==> src/rtl/ay_pkg.sv <==
// Shared types and constants for the AY-3-8910 register bus master.
// The optional address cache is selected with the AY_ADDR_CACHE_EN macro.
package ay_pkg;

    typedef enum logic [2:0] {
        S_IDLE,
        S_ASETUP,
        S_ASTB,
        S_AHOLD,
        S_DSETUP,
        S_DSTB,
        S_RWAIT,
        S_RECOV
    } ay_state_e;

    localparam logic [3:0] R_PERA_L = 4'd0;
    localparam logic [3:0] R_PERA_H = 4'd1;
    localparam logic [3:0] R_PERB_L = 4'd2;
    localparam logic [3:0] R_PERB_H = 4'd3;
    localparam logic [3:0] R_PERC_L = 4'd4;
    localparam logic [3:0] R_PERC_H = 4'd5;
    localparam logic [3:0] R_NOISE  = 4'd6;
    localparam logic [3:0] R_ENABLE = 4'd7;
    localparam logic [3:0] R_AMP_A  = 4'd8;
    localparam logic [3:0] R_AMP_B  = 4'd9;
    localparam logic [3:0] R_AMP_C  = 4'd10;
    localparam logic [3:0] R_ENV_L  = 4'd11;
    localparam logic [3:0] R_ENV_H  = 4'd12;
    localparam logic [3:0] R_SHAPE  = 4'd13;

    // Bus phase as {CS, BC, BDIR}
    typedef logic [2:0] ay_phase_t;
    localparam ay_phase_t PH_IDLE = 3'b000;
    localparam ay_phase_t PH_ADDR = 3'b110;
    localparam ay_phase_t PH_ASTB = 3'b111;
    localparam ay_phase_t PH_DATA = 3'b100;
    localparam ay_phase_t PH_DSTB = 3'b101;

    typedef struct packed {
        logic       write;
        logic [3:0] addr;
        logic [7:0] data;
    } ay_req_t;

    function automatic ay_phase_t phase_of(input ay_state_e s);
        case (s)
            S_ASETUP, S_AHOLD: return PH_ADDR;
            S_ASTB:            return PH_ASTB;
            S_DSETUP, S_RWAIT: return PH_DATA;
            S_DSTB:            return PH_DSTB;
            default:           return PH_IDLE;
        endcase
    endfunction

endpackage

==> src/rtl/ay_bus_master_fifo.sv <==
// Request FIFO: power-of-two depth, extra pointer bit distinguishes full from empty.
module ay_req_fifo #(
    parameter int DEPTH = 4,
    parameter int WIDTH = 13
) (
    input  logic             CLK,
    input  logic             RESET,
    input  logic             push,
    input  logic [WIDTH-1:0] wdata,
    input  logic             pop,
    output logic [WIDTH-1:0] rdata,
    output logic             full,
    output logic             empty
);
    localparam int AW = $clog2(DEPTH);

    logic [AW:0]      wr_ptr, rd_ptr;
    logic [WIDTH-1:0] mem [DEPTH];
    logic             do_push, do_pop;

    assign full    = (wr_ptr[AW] != rd_ptr[AW]) && (wr_ptr[AW-1:0] == rd_ptr[AW-1:0]);
    assign empty   = (wr_ptr == rd_ptr);
    // A push into a full FIFO is dropped even if a pop frees a slot that cycle
    assign do_push = push && !full;
    assign do_pop  = pop && !empty;
    assign rdata   = mem[rd_ptr[AW-1:0]];

    always_ff @(posedge CLK or posedge RESET) begin
        if (RESET) begin
            wr_ptr <= '0;
            rd_ptr <= '0;
        end else begin
            if (do_push) wr_ptr <= wr_ptr + (AW+1)'(1);
            if (do_pop)  rd_ptr <= rd_ptr + (AW+1)'(1);
        end
    end

    always_ff @(posedge CLK) begin
        if (do_push) mem[wr_ptr[AW-1:0]] <= wdata;
    end

endmodule

==> src/rtl/ay_bus_master.sv <==
// AY-3-8910 register bus initiator: FIFO-buffered requests become address/data strobe sequences.
// Define AY_ADDR_CACHE_EN to skip the address phase when the register index is already latched.
module ay_bus_master
    import ay_pkg::*;
#(
    parameter int STROBE_CYCLES = 2,
    parameter int READ_WAIT     = 2,
    parameter int FIFO_DEPTH    = 4
) (
    input  logic       CLK,
    input  logic       RESET,
    input  logic       REQ_VALID,
    output logic       REQ_READY,
    input  logic       REQ_WRITE,
    input  logic [3:0] REQ_ADDR,
    input  logic [7:0] REQ_DATA,
    output logic       RESP_VALID,
    output logic [7:0] RESP_DATA,
    output logic       BUSY,
    output logic       AY_CS,
    output logic       AY_BDIR,
    output logic       AY_BC,
    output logic [7:0] AY_DO,
    input  logic [7:0] AY_DI
);
    localparam int MAXC = (STROBE_CYCLES > READ_WAIT) ? STROBE_CYCLES : READ_WAIT;
    localparam int CW   = $clog2(MAXC + 1);
    localparam logic [CW-1:0] STB_LD = CW'(STROBE_CYCLES - 1);
    localparam logic [CW-1:0] RW_LD  = CW'(READ_WAIT - 1);

    ay_state_e     state, state_nx;
    logic [CW-1:0] cnt;
    ay_req_t       req_in, head, req_q, cur;
    logic          fifo_full, fifo_empty, push, pop, hit;

    assign req_in    = '{write: REQ_WRITE, addr: REQ_ADDR, data: REQ_DATA};
    assign REQ_READY = !fifo_full && !RESET;
    assign push      = REQ_VALID && REQ_READY;
    assign BUSY      = (state != S_IDLE) || !fifo_empty;
    assign {AY_CS, AY_BC, AY_BDIR} = phase_of(state);
    // In IDLE the request being popped is still at the FIFO head
    assign cur       = (state == S_IDLE) ? head : req_q;

    ay_req_fifo #(.DEPTH(FIFO_DEPTH), .WIDTH($bits(ay_req_t))) u_fifo (
        .CLK   (CLK),
        .RESET (RESET),
        .push  (push),
        .wdata (req_in),
        .pop   (pop),
        .rdata (head),
        .full  (fifo_full),
        .empty (fifo_empty)
    );

`ifdef AY_ADDR_CACHE_EN
    logic [3:0] cache_addr;
    logic       cache_vld;

    assign hit = cache_vld && (cache_addr == head.addr);

    // The PSG latches the index on the rising BDIR, i.e. on entry to ASTB
    always_ff @(posedge CLK or posedge RESET) begin
        if (RESET) begin
            cache_addr <= 4'h0;
            cache_vld  <= 1'b0;
        end else if (state == S_ASTB) begin
            cache_addr <= req_q.addr;
            cache_vld  <= 1'b1;
        end
    end
`else
    assign hit = 1'b0;
`endif

    always_comb begin
        state_nx = state;
        pop      = 1'b0;
        case (state)
            S_IDLE: begin
                if (!fifo_empty) begin
                    pop = 1'b1;
                    if (hit) state_nx = head.write ? S_DSETUP : S_RWAIT;
                    else     state_nx = S_ASETUP;
                end
            end
            S_ASETUP: state_nx = S_ASTB;
            S_ASTB:   if (cnt == '0) state_nx = S_AHOLD;
            S_AHOLD:  state_nx = req_q.write ? S_DSETUP : S_RWAIT;
            S_DSETUP: state_nx = S_DSTB;
            S_DSTB:   if (cnt == '0) state_nx = S_RECOV;
            S_RWAIT:  if (cnt == '0) state_nx = S_RECOV;
            S_RECOV:  state_nx = S_IDLE;
            default:  state_nx = S_IDLE;
        endcase
    end

    always_ff @(posedge CLK or posedge RESET) begin
        if (RESET) begin
            state      <= S_IDLE;
            cnt        <= '0;
            req_q      <= '0;
            AY_DO      <= 8'h00;
            RESP_VALID <= 1'b0;
            RESP_DATA  <= 8'h00;
        end else begin
            state      <= state_nx;
            RESP_VALID <= 1'b0;
            if (pop) req_q <= head;

            // Counters and bus data are loaded on state entry so they are stable for the whole phase
            if (state_nx != state) begin
                case (state_nx)
                    S_ASETUP: AY_DO <= {4'h0, cur.addr};
                    S_DSETUP: AY_DO <= cur.data;
                    S_RWAIT:  AY_DO <= 8'h00;
                    default: ;
                endcase
                case (state_nx)
                    S_ASTB, S_DSTB: cnt <= STB_LD;
                    S_RWAIT:        cnt <= RW_LD;
                    default:        cnt <= '0;
                endcase
            end else if (cnt != '0) begin
                cnt <= cnt - 1'b1;
            end

            if (state == S_RWAIT && cnt == '0) begin
                RESP_DATA  <= AY_DI;
                RESP_VALID <= 1'b1;
            end
        end
    end

endmodule

==> config.mk <==
export PLATFORM = sky130hd
export DESIGN_NAME = ay_bus_master
export DESIGN_NICKNAME = d
export VERILOG_FILES = /design/src/rtl/ay_pkg.sv /design/src/rtl/ay_bus_master_fifo.sv /design/src/rtl/ay_bus_master.sv
export SDC_FILE = /design/constraint.sdc
export NUM_CORES = 1
export LEC_CHECK = 0
export ABC_AREA = 0
export CORE_ASPECT_RATIO = 1.75
export CORE_MARGIN = 8
export CORE_UTILIZATION = 40
export CTS_CLUSTER_DIAMETER = 150
export DETAILED_ROUTE_END_ITERATION = 6
export SLEW_MARGIN = 30
export SYNTH_ARGS = -nofsm -noshare
export SYNTH_HDL_FRONTEND = slang
export SYNTH_SLANG_ARGS = --single-unit
==> constraint.sdc <==
create_clock -name CLK -period 4 [get_ports CLK]
set_clock_uncertainty 0.2 [all_clocks]
set_input_delay 0.6 -clock CLK [delete_from_list [all_inputs] [get_ports CLK]]
set_output_delay 0.6 -clock CLK [all_outputs]
set_load 0.02 [all_outputs]
; Yosys cells after proc, flatten, opt, wreduce, memory -nomap -nowiden
; Memories as Yosys holds them, arrays and structs flattened.
; Cells that the tools add are included.
[totals]
reg_bits = 41
latchBits = 0
ramBits = 52
rom_bits = 0
in_bits = 24
out_inout_bits = 22
wordCells = 67
mem_count = 1
[memory_table]
columns = name, depth, word_bits, read_ports, rd_clocked_by_memory_dff, wr, line
row1 = u_fifo.mem, 4, 13, 1, 0, 1, ay_bus_master_fifo.sv:18  ; logic [WIDTH-1:0] mem [DEPTH];
[op_classes]
n_addsub = 3
multipliers = 0
div_mod_pow = 0
order_cmp = 0
eq_ne = 16
shift = 0
muxes = 16
n_bitwise = 0
n_reduce_logical = 21
[op_table]
columns = operator, n
row1 = one-hot mux 8 bit (3 select lines), 1
row2 = "equality test 3 bit, second input constant", 7
row3 = one-hot mux 3 bit (7 select lines), 1
row4 = two-way mux 12 bit, 1
row5 = one-hot mux 3 bit (4 select lines), 1
row6 = "equality test 3 x 2 -> 1 bit, second input constant", 3
row7 = two-way mux 3 bit, 3
row8 = "adder 3 x 1 -> 3 bit, second input constant", 2
row9 = "equality test 3 x 1 -> 1 bit, second input constant", 2
row10 = logical AND 1 bit, 6
row11 = two-way mux 1 bit, 6
row12 = two-way mux 2 bit, 3
row13 = nonzero test 3 bit, 2
row14 = OR reduction 2 bit, 3
row15 = nonzero test 2 bit, 2
row16 = equality test 3 bit, 1
row17 = zero test 1 bit, 3
row18 = zero test 3 bit, 1
row19 = != test 3 bit, 1
row20 = OR reduction 3 bit, 1
row21 = equality test 2 bit, 1
row22 = zero test 2 bit, 1
row23 = AND reduction 2 bit, 1
row24 = "subtractor 2 x 1 -> 2 bit, second input constant", 1
row25 = 2 further kinds, 2

; Logic depth before layout (Yosys ltp)
; Gate-level depths: netlist (run 1).
[depth]
word_depth = 8
mapped_depth = 6
depth_no_buf = 5

; Modules after synthesis
; From an unflattened synthesis (run 1), not the netlist that was laid out.
[unflattened]
cells_unflattened = 229
hier_area_um2 = 3893.7
[modules_own_cells]
columns = module, instances, cells_per_inst, area_per_inst_um2, seq_area_each_um2
row1 = ay_req_fifo, 1, 118, 2397.3, 1711.6
row2 = ay_bus_master, 1, 111, 1496.4, 800.8

; Worst setup path after synthesis (run 1)
; Ideal clock, no wire load.
[synth_path]
path_kind = register -> register
start = register u_fifo.rd_ptr[0]
end = memory u_fifo.mem[0][0] (enable)
arrival_time_ns = 1.509
required_time_ns = 3.439
slack_ns = 1.930
path_stages_with_launch = 5
n_path_buf = 1
period_less_slack_ns = 2.070
cell_sequence = dfrtp_1 > buf_6 > xnor2_2 > a311oi_4 > and2_1
[synth_between]
elab_chain_cells = 8
[synth_lines]
columns = element, line
row1 = start: declaration, ay_bus_master_fifo.sv:17  ; logic [AW:0] wr_ptr, rd_ptr;
row2 = start signal: assignment, ay_bus_master_fifo.sv:34  ; if (do_pop) rd_ptr <= rd_ptr + (AW+1)'(1);
row3 = equality test 2 bit (*), ay_bus_master_fifo.sv:21  ; assign full = (wr_ptr[AW] != rd_ptr[AW]) && (wr_ptr[AW-1:0] == rd_ptr[AW-1:0]);
row4 = logical AND 1 bit (*), ay_bus_master_fifo.sv:21
row5 = zero test 1 bit (*), "ay_bus_master_fifo.sv:24, ay_bus_master.sv:37"
row6 = logical AND 1 bit, ay_bus_master.sv:37  ; assign REQ_READY = !fifo_full && !RESET;
row7 = logical AND 1 bit, ay_bus_master.sv:38  ; assign push = REQ_VALID && REQ_READY;
row8 = logical AND 1 bit (*), ay_bus_master_fifo.sv:24  ; assign do_push = push && !full;
row9 = two-way mux 1 bit (*), ay_bus_master_fifo.sv:39  ; if (do_push) mem[wr_ptr[AW-1:0]] <= wdata;
row10 = two-way mux 1 bit (not written as such) (*), ay_bus_master_fifo.sv:39
row11 = end: declaration, ay_bus_master_fifo.sv:18
; Mark *: on every way between the ends. The rest lies on a longest branch, timed or not.

; Worst setup path in the final report (run 1)
[layout_path]
start = register u_fifo.rd_ptr[1]
end = output BUSY
[layout_between]
elab_chain_cells = 3
[layout_lines]
columns = element, line
row1 = equality test 3 bit, ay_bus_master_fifo.sv:22  ; assign empty = (wr_ptr == rd_ptr);
row2 = zero test 1 bit, ay_bus_master.sv:39  ; assign BUSY = (state != S_IDLE) || !fifo_empty;
row3 = logical OR 1 bit, ay_bus_master.sv:39
row4 = end: declaration, ay_bus_master.sv:19  ; output logic BUSY,
; Every way passes these cells.

==> out/results.txt, run 1 <==
Syn Nets: 263
DP Area: 0.00429 mm²
Vias: 2031
Post-CTS setup repair buffer count: 0
Fmax: 326 MHz
Net Sw Frac: 33.7%
Synth Warn #: 0
Core area: 0.00909 mm²
Post-layout util: 50.4%
Vias in the first global route: 2159
Register share of total power: 40.5%
Layout Cells excl Fill: 405
Power share of the clock group: 22.5%
Cts repair resizes: 0
Worst Tran Pin Value: 0.691 ns
Crit start category: flop
Final Hold Vio Count: 0
Per-cell routed wire length: 16.3 µm
Sw Pwr: 0.00122 W
CTS tree: built
DRC Markers: 0
Most common cell after layout, fill and taps aside: edfxtp_1
TNS Setup: 0 ns
CP cell instances: xnor2_2, and3_1, nand2_1, clkdlybuf4s50_1
Vias per Instance: 5.01
DRT antenna net count: 0
Synth Area per Inst: 16.1 µm²
Clock period minus worst slack: 3.06 ns
Maximum vdd drop: 0.000379 V
Top-level I/O count: 46
Setup crit end kind: output pin
WL final: 6590 µm
CP Class: reg2out
RSZ-0062 raised after global routing: false
Post-layout nets: 310
Final worst-path cycle share: 76.6%
Comb power frac: 36.9%
Initial antenna violation count: 0
Yosys cell types: 39
Number of synthesized register bits: 89
H-Tree Depth: 3
Post-Syn Instances: 233
Largest fanout on the critical path: 16
Setup violators final: 0
Ant diodes: 0
Seq/Total Area, Yosys: 66.5%
Final Wtd Congestion: 0.704
Initial Util: 41.1%
Pins Over Slew Limit: 0
First-pass GRT wire length: 10900 µm
Core Rows: 46
CP max stage cell: dfrtp_1
Share of cells above drive strength 1: 16.1%
Max Cap Viol: 0
Placed insts: 389
Initial DRC Count: 52
Leak Pwr: 1.74 nW
Post-DP HPWL: 4710 µm
GRT Total Usage: 11.5%
Clk Latency, worst-skew pair: 0.33 ns
CTS Buffer Depth: 2
Inserted Clock Buffers: 9
Worst Path Arrival: 2.26 ns
Worst rel slew slack: 54.0%
Cell Area, Synth: 0.00374 mm²
Post-route cell area: 0.00458 mm²
Status: finished clean
Met1 global-route usage: 12.3%
Syn-to-layout area delta: 22.4%
PortBufs: 45
CTS sink cnt: 89
Die area: 0.0128 mm²
GR Util met3: 3.66%
Met2 Resource Use GR: 19.5%
Most frequent cells in the layout: edfxtp_1 (52), clkdlybuf4s50_1 (45), dfrtp_1 (37)
Internal power: 0.00240 W
Hold buffer count at CTS: 0
Slowest stage delay, CP: 0.79 ns
Die width: 89.1 µm
Power per Cell Area: 791 mW/mm²
Hold Crit Class: reg2reg
WP data required: 3.20 ns
Root buf cell: clkbuf_16
Gr busiest metal: met2
Worst-path clk slew: 0.06 ns
Largest net degree at the start of global routing: 38
1st-pass router iterations: 4
GR Overflow Total: 0
DIE HEIGHT: 144 µm
## metal layers
layer	share of wire, %	wire [µm]
met5	0	0
met4	2.2	148
met3	5.5	361
met2	54	3550
met1	38	2530
## power groups by stage
stage                     clock network (W)  registers (W)  logic, W
final                              0.000817        0.00147   0.00134
after global routing               0.000877        0.00151   0.00148
after CTS                          0.000844        0.00147   0.00138
after detailed placement                  0        0.00149   0.00137
after global placement                    0        0.00148   0.00134
after floorplan                           0        0.00147  0.000952
## state kept, by name (all words and copies together) (netlist names)
name,flops
u_fifo.mem,52
req_q,9
AY_DO,8
RESP_DATA,8
state,3
u_fifo.rd_ptr,3
u_fifo.wr_ptr,3
cnt,2
RESP_VALID,1
## cells by family (layout without fill, tap and decap cells)
| kind of cell | count (synthesis) | in the layout | share of synthesized area, % |
|---|---|---|---|
| adder cells (fa/ha/maj) | 6 | 6 | 2.01 |
| buffers and inverters | 25 | 77 | 3.38 |
| multiplexers | 32 | 32 | 13.5 |
| AND/OR/NAND/NOR | 38 | 38 | 5.25 |
| flip-flops | 89 | 89 | 66.5 |
| XOR/XNOR | 10 | 10 | 2.94 |
| AO/OA/AOI/OAI | 33 | 33 | 6.42 |
## critical path: cells and delay by family (launching register included)
| kind | cells | cell delay [ns] |
|---|---|---|
| flip-flops | 1 | 0.79 |
| buffers and inverters | 1 | 0.60 |
| AND/OR/NAND/NOR | 2 | 0.32 |
| XOR/XNOR | 1 | 0.23 |
## cell usage after synthesis
master | n | area (µm²)
mux2_2 | 8 | 90.1
clkbuf_1 | 4 | 15.0
mux2i_1 | 1 | 10.0
ha_1 | 6 | 75.1
xnor2_2 | 2 | 32.5
o32ai_1 | 1 | 8.76
nand2_1 | 7 | 26.3
xor2_1 | 4 | 35.0
nand3_1 | 2 | 10.0
a21o_1 | 4 | 30.0
buf_6 | 3 | 33.8
dfrtp_1 | 37 | 926
or3_1 | 1 | 6.26
nand3_2 | 1 | 10.0
nand3b_1 | 1 | 7.51
mux4_2 | 13 | 293
and2_4 | 1 | 8.76
nand2b_1 | 1 | 6.26
edfxtp_1 | 52 | 1560
nor2b_1 | 2 | 12.5
o211ai_1 | 4 | 30.0
a211oi_2 | 1 | 12.5
a221o_1 | 1 | 10.0
o21ai_0 | 7 | 35.0
and3_1 | 5 | 31.3
nor3_1 | 1 | 5.00
xnor2_1 | 3 | 26.3
buf_2 | 2 | 10.0
a31oi_1 | 2 | 12.5
and2_1 | 5 | 31.3
inv_1 | 13 | 48.8
nor2_1 | 11 | 41.3
a22o_1 | 4 | 35.0
buf_1 | 1 | 3.75
mux2_1 | 10 | 113
buf_4 | 2 | 15.0
a311oi_4 | 1 | 26.3
xor2_2 | 1 | 16.3
a21oi_1 | 8 | 40.0
## per-stage QoR
step                hold WS, ns  power [W]  setup slack, ns
floorplan                 0.249    0.00242             1.93
global placement          0.265    0.00282             1.22
detailed placement        0.273    0.00286             1.21
CTS                       0.286    0.00369            0.868
global route              0.302    0.00387            0.800
finish                    0.282    0.00362            0.935
## worst paths after layout
| path | slack, ns | start | end | cells past startpoint |
|---|---|---|---|---|
| worst max-delay path | 0.94 | u_fifo.rd_ptr[1] | BUSY | 4 |
| worst min-delay path | 0.28 | req_q[2] | req_q[2] | 1 |
| min in group asynchronous | 0.59 | RESET | u_fifo.wr_ptr[2] | 3 |
| worst min register to register | 0.28 | req_q[2] | req_q[2] | 1 |
| max in group asynchronous | 2.66 | RESET | RESP_DATA[7] | 3 |
| worst max register to register | 1.37 | u_fifo.rd_ptr[1] | u_fifo.mem[2][12] | 3 |
## area by class of cell
| class | instances | area, µm² |
|---|---|---|
| Clock buffer | 9 | 225 |
| Clock inverter | 7 | 68.8 |
| Fill cell | 851 | 4510 |
| Inverter | 13 | 48.8 |
| Multi-Input combinational cell | 119 | 1130 |
| Sequential cell | 89 | 2490 |
| Tap cell | 120 | 150 |
| Timing Repair Buffer | 48 | 473 |
No activity file was read; power rests on OpenSTA's default activity.
==> run 2, diff against run 1 <==
==> constraint.sdc (replaced) <==
create_clock -name CLK -period 2.6 [get_ports CLK]
set_clock_uncertainty 0.2 [all_clocks]
set_input_delay 0.39 -clock CLK [delete_from_list [all_inputs] [get_ports CLK]]
set_output_delay 0.39 -clock CLK [all_outputs]
set_load 0.02 [all_outputs]
==> run 2 against run 1 <==
Against the previous run: design area increased by 1.5%; global-route usage increased by 0.21 points; first-iteration DRC count increased by 50%; sequential share of layout area decreased by 0.78 points; die area unchanged; combinational power increased by 63%; total power increased by 56%; core utilization increased by 0.76 points; critical endpoint is now AY_CS.
==> out/results.txt, run 2 (synthesized netlist as in run 1, its figures left out) <==
Status: finished clean (unchanged)
Vias in the first global route: 2136 (was 2159)
Placed insts: 394 (was 389)
DIE HEIGHT: 144 µm (unchanged)
Slowest stage delay, CP: 0.56 ns (was 0.79 ns)
Largest net degree at the start of global routing: 38 (unchanged)
Initial Util: 41.1% (unchanged)
CTS sink cnt: 89 (unchanged)
CTS Buffer Depth: 2 (unchanged)
DRC Markers: 0 (unchanged)
CP cell instances: nor3_1, a21oi_1, clkdlybuf4s50_1 (was xnor2_2, and3_1, nand2_1, clkdlybuf4s50_1)
Initial DRC Count: 78 (was 52)
CP Class: reg2out (unchanged)
Worst Path Arrival: 1.87 ns (was 2.26 ns)
CP max stage cell: clkdlybuf4s50_1 (was dfrtp_1)
Post-layout util: 51.1% (was 50.4%)
Most common cell after layout, fill and taps aside: edfxtp_1 (unchanged)
Post-CTS setup repair buffer count: 0 (unchanged)
RSZ-0062 raised after global routing: false (unchanged)
Final worst-path cycle share: 94.8%
Top-level I/O count: 46 (unchanged)
Die area: 0.0128 mm² (unchanged)
Inserted Clock Buffers: 9 (unchanged)
Hold Crit Class: reg2reg (unchanged)
Largest fanout on the critical path: 14 (was 16)
Worst-path clk slew: 0.06 ns (about the same)
Setup crit end kind: output pin (unchanged)
Worst rel slew slack: 68.7% (was 54.0%)
Post-layout nets: 315 (was 310)
WL final: 6800 µm (was 6590 µm)
Final Wtd Congestion: 0.729 (was 0.704)
Leak Pwr: 1.77 nW (was 1.74 nW)
Die width: 89.1 µm (unchanged)
Maximum vdd drop: 0.000490 V (was 0.000379 V)
CTS tree: built (unchanged)
1st-pass router iterations: 4 (unchanged)
Fmax: 406 MHz
Initial antenna violation count: 0 (unchanged)
Core area: 0.00909 mm² (unchanged)
Max Cap Viol: 0 (unchanged)
Vias per Instance: 4.99 (was 5.01)
Fin Hold WS: 0.287 ns (was 0.282 ns)
DP Area: 0.00432 mm² (was 0.00429 mm²)
Per-cell routed wire length: 16.6 µm (was 16.3 µm)
Layout Cells excl Fill: 410 (was 405)
DRT antenna net count: 0 (unchanged)
Final Hold Vio Count: 0 (unchanged)
GRT Total Usage: 11.7% (was 11.5%)
Power per Cell Area: 1220 mW/mm² (was 791 mW/mm²)
Pins Over Slew Limit: 0 (unchanged)
Root buf cell: clkbuf_16 (unchanged)
Share of cells above drive strength 1: 17.9% (was 16.1%)
Clock period minus worst slack: 2.46 ns
Hold buffer count at CTS: 0 (unchanged)
GR Overflow Total: 0 (unchanged)
Most frequent cells in the layout: edfxtp_1 (52), clkdlybuf4s50_1 (43), dfrtp_1 (36) (was edfxtp_1 (52), clkdlybuf4s50_1 (45), dfrtp_1 (37))
Crit start category: flop (unchanged)
Clk Latency, worst-skew pair: 0.33 ns (about the same)
Ant diodes: 0 (unchanged)
Post-route cell area: 0.00465 mm² (was 0.00458 mm²)
Post-DP HPWL: 4800 µm (was 4710 µm)
PortBufs: 45 (unchanged)
Core Rows: 46 (unchanged)
Setup violators final: 0 (unchanged)
Worst Tran Pin Value: 0.470 ns (was 0.691 ns)
Max reg flops: 52 (unchanged)
TNS Setup: 0 ns (unchanged)
H-Tree Depth: 3 (unchanged)
Vias: 2045 (was 2031)
WP data required: 2.01 ns (was 3.20 ns)
Syn-to-layout area delta: 24.3% (was 22.4%)
First-pass GRT wire length: 11000 µm (was 10900 µm)
## run 2: cell count changes in the layout (fill, tap and decap cells not counted)
cell             previous run  this run
buf_4                       3         8
clkdlybuf4s50_1            45        43
clkinv_2                    2         1
clkinv_4                    1         2
clkinvlp_4                  1         2
dfrtp_1                    37        36
dfrtp_2                     0         1
dlymetal6s2s_1              0         2
inv_6                       1         0
xnor2_2                     2         0
xnor2_4                     0         2
## run 2: worst max-delay path: cells and delay by family, from the launching register on
kind | cells | cell delay (ns)
buffers and inverters | 1 | 0.56
AND/OR/NAND/NOR | 1 | 0.40
AO/OA/AOI/OAI | 1 | 0.08
flip-flops | 1 | 0.51
## run 2: report_power, final
part           switching [W]  internal, W  total [W]
Clock               0.000508     0.000741    0.00125
Combinational        0.00108      0.00111    0.00219
Sequential          0.000317      0.00191    0.00222
Total                0.00191      0.00376    0.00567
## run 2: metrics by stage
step,power [W],setup slack (ns)
global route,0.00604,0.0280
CTS,0.00573,0.00598
floorplan,0.00372,0.530
finish,0.00567,0.136
global placement,0.00438,0.346
detailed placement,0.00444,0.321
## run 2: routing by layer
| metal | track usage, % | up-vias | wire length [µm] |
|---|---|---|---|
| li1 | - | 972 | - |
| met1 | 12.8 | 1024 | 2670 |
| met2 | 20.0 | 38 | 3760 |
| met3 | 3.49 | 11 | 262 |
| met4 | 5.29 | 0 | 105 |
| met5 | 0 | - | 0 |
## run 2: area by class of cell
| class | instances | area [µm²] |
|---|---|---|
| clock buffer | 9 | 225 |
| clock inverter | 7 | 71.3 |
| fill | 814 | 4440 |
| inverter | 13 | 48.8 |
| multi-input combinational | 119 | 1150 |
| sequential | 89 | 2490 |
| tap | 120 | 150 |
| timing repair buffer | 53 | 515 |
## run 2: repair_timing
action | CTS | global route
cloned | 0 | 0
gates resized for setup | 0 | 5
pin swaps | 1 | 0
setup endpoints to repair | 1 | 4
## run 2: path summary, 6_finish.rpt
check	from	end	slack, ns	depth (start not counted)
min	req_q[7]	req_q[7]	0.29	1
min in group asynchronous	RESET	cnt[0]	0.38	3
min reg2reg	req_q[7]	req_q[7]	0.29	1
max reg2reg	u_fifo.wr_ptr[0]	u_fifo.mem[2][0]	0.54	4
max	state[0]	AY_CS	0.14	3
max in group asynchronous	RESET	state[1]	1.45	3
==> run 3, diff against run 2 <==
--- a/config.mk
+++ b/config.mk
@@ -6,8 +6,9 @@
 export NUM_CORES = 1
 export LEC_CHECK = 0
 export ABC_AREA = 0
+export CAP_MARGIN = 40
 export CORE_ASPECT_RATIO = 1.75
-export CORE_MARGIN = 8
+export CORE_MARGIN = 2
 export CORE_UTILIZATION = 40
 export CTS_CLUSTER_DIAMETER = 150
 export DETAILED_ROUTE_END_ITERATION = 6
==> run 3 against run 2 <==
Against the previous run: core utilization barely moved; non-clock buffer count rose by 2; maximum frequency up 0.61%; setup slack improved by 0.015 ns; highest routed layer unchanged.
==> out/results.txt, run 3 (synthesized netlist as in run 1, its figures left out) <==
PortBufs: 45 (unchanged)
Register share of total power: 38.9% (was 39.2%)
TNS Setup: 0 ns (unchanged)
Leak Pwr: 1.77 nW (about the same)
Crit start category: flop (unchanged)
Initial DRC Count: 79 (was 78)
Power share of the clock group: 21.6% (was 22.1%)
Die area: 0.0102 mm² (was 0.0128 mm²)
CTS sink cnt: 89 (unchanged)
Post-DP HPWL: 4580 µm (was 4800 µm)
Net Sw Frac: 33.4% (was 33.7%)
Setup crit end kind: output pin (unchanged)
Largest net degree at the start of global routing: 38 (unchanged)
GRT Total Usage: 13.8% (was 11.7%)
Inserted Clock Buffers: 9 (unchanged)
Internal power: 0.00376 W (about the same)
Initial antenna violation count: 0 (unchanged)
Comb power frac: 39.5% (was 38.7%)
Most common cell after layout, fill and taps aside: edfxtp_1 (unchanged)
Hold buffer count at CTS: 0 (unchanged)
Max Cap Viol: 0 (unchanged)
DRT antenna net count: 0 (unchanged)
H-Tree Depth: 3 (unchanged)
Final worst-path cycle share: 94.2% (was 94.8%)
Clock period minus worst slack: 2.45 ns (was 2.46 ns)
Top-level I/O count: 46 (unchanged)
Hold Crit Class: reg2reg (unchanged)
Largest fanout on the critical path: 18 (was 14)
WL final: 6530 µm (was 6800 µm)
Multi-input gate area: 0.00114 mm² (was 0.00115 mm²)
Power per Cell Area: 1210 mW/mm² (was 1220 mW/mm²)
Placed insts: 395 (was 394)
Worst rel slew slack: 68.6% (was 68.7%)
Sw Pwr: 0.00188 W (was 0.00191 W)
1st-pass router iterations: 4 (unchanged)
Post-layout nets: 317 (was 315)
RSZ-0062 raised after global routing: false (unchanged)
WP data required: 2.01 ns (about the same)
Final Hold Vio Count: 0 (unchanged)
Clk Latency, worst-skew pair: 0.33 ns (about the same)
Pins Over Slew Limit: 0 (unchanged)
Root buf cell: clkbuf_16 (unchanged)
CTS Buffer Depth: 2 (unchanged)
Vias: 2025 (was 2045)
Place WS: 0.321 ns (about the same)
Setup violators final: 0 (unchanged)
Core area: 0.00909 mm² (unchanged)
DRC Markers: 0 (unchanged)
Core Rows: 46 (unchanged)
CTS tree: built (unchanged)
GR Overflow Total: 0 (unchanged)
Vias in the first global route: 2094 (was 2136)
Post-route cell area: 0.00465 mm² (about the same)
Ant diodes: 0 (unchanged)
FILL cells: 829 (was 814)
Share of cells above drive strength 1: 19.2% (was 17.9%)
Worst Path Arrival: 1.86 ns (was 1.87 ns)
Max reg flops: 52 (unchanged)
Most frequent cells in the layout: edfxtp_1 (52), clkdlybuf4s50_1 (44), dfrtp_1 (35) (was edfxtp_1 (52), clkdlybuf4s50_1 (43), dfrtp_1 (36))
Maximum vdd drop: 0.000447 V (was 0.000490 V)
First-pass GRT wire length: 10700 µm (was 11000 µm)
Syn-to-layout area delta: 24.2% (was 24.3%)
Worst-path clk slew: 0.06 ns (about the same)
Reg area: 0.00249 mm² (about the same)
Vias per Instance: 4.92 (was 4.99)
Worst Tran Pin Value: 0.471 ns (was 0.470 ns)
DIE HEIGHT: 132 µm (was 144 µm)
Initial Util: 41.1% (unchanged)
Total power: 0.00564 W (was 0.00567 W)
CP Class: reg2out (unchanged)
Die width: 77.1 µm (was 89.1 µm)
Status: finished clean (unchanged)
Per-cell routed wire length: 15.8 µm (was 16.6 µm)
DP Area: 0.00433 mm² (was 0.00432 mm²)
Fmax: 408 MHz (was 406 MHz)
Worst Setup Slack, final: 0.151 ns (was 0.136 ns)
Final Wtd Congestion: 0.750 (was 0.729)
Layout Cells excl Fill: 412 (was 410)
==> run 3: layer usage <==
metal | vias to the layer above | wire, µm | global-route usage [%]
met4 | 0 | 109 | 6.75
li1 | 972 | - | -
met5 | - | 0 | 0
met1 | 1000 | 2640 | 16.0
met2 | 47 | 3520 | 23.8
met3 | 6 | 257 | 3.36
==> run 3: power by group through the flow <==
stage / logic, W / registers, W / clock network [W]
finish: 0.00223 / 0.00219 / 0.00122
CTS: 0.00224 / 0.00219 / 0.00126
global placement: 0.00220 / 0.00219 / 0
global route: 0.00244 / 0.00225 / 0.00133
floorplan: 0.00146 / 0.00226 / 0
detailed placement: 0.00223 / 0.00221 / 0
==> run 3: area by class of cell <==
| type | instances | area share, % |
|---|---|---|
| sequential | 89 | 53.6 |
| multi-input combinational | 119 | 24.5 |
| timing repair buffer | 55 | 11.4 |
| clock buffer | 12 | 5.73 |
| tap | 120 | 3.23 |
| inverter | 13 | 1.05 |
| clock inverter | 4 | 0.538 |
==> run 3: per-stage QoR <==
step / util [%] / hold WS, ns
after floorplan: - / 0.249
after global placement: 47.6 / 0.266
after detailed placement: 47.6 / 0.271
after CTS: 50.8 / 0.289
after global routing: 51.1 / 0.309
final: 51.1 / 0.284
==> run 3: worst paths after layout <==
check | start | to | slack, ns | cells after the start
max | state[1] | AY_CS | 0.15 | 3
min | req_q[7] | req_q[7] | 0.28 | 1
max reg2reg | state[2] | req_q[4] | 0.53 | 5
min reg2reg | req_q[7] | req_q[7] | 0.28 | 1
max in group asynchronous | RESET | state[0] | 1.46 | 3
min in group asynchronous | RESET | cnt[1] | 0.38 | 3
==> run 3: worst max-delay path, cell delays in order, from the launching register on <==
cell and delay (ns):
dfrtp_2 0.50, and2_1 0.24, a21oi_1 0.16, clkdlybuf4s50_1 0.62
==> run 3: what timing repair did <==
action,CTS,global route
gates resized for setup,0,5
endpoints found under the setup margin,0,3
setup buffers,0,1
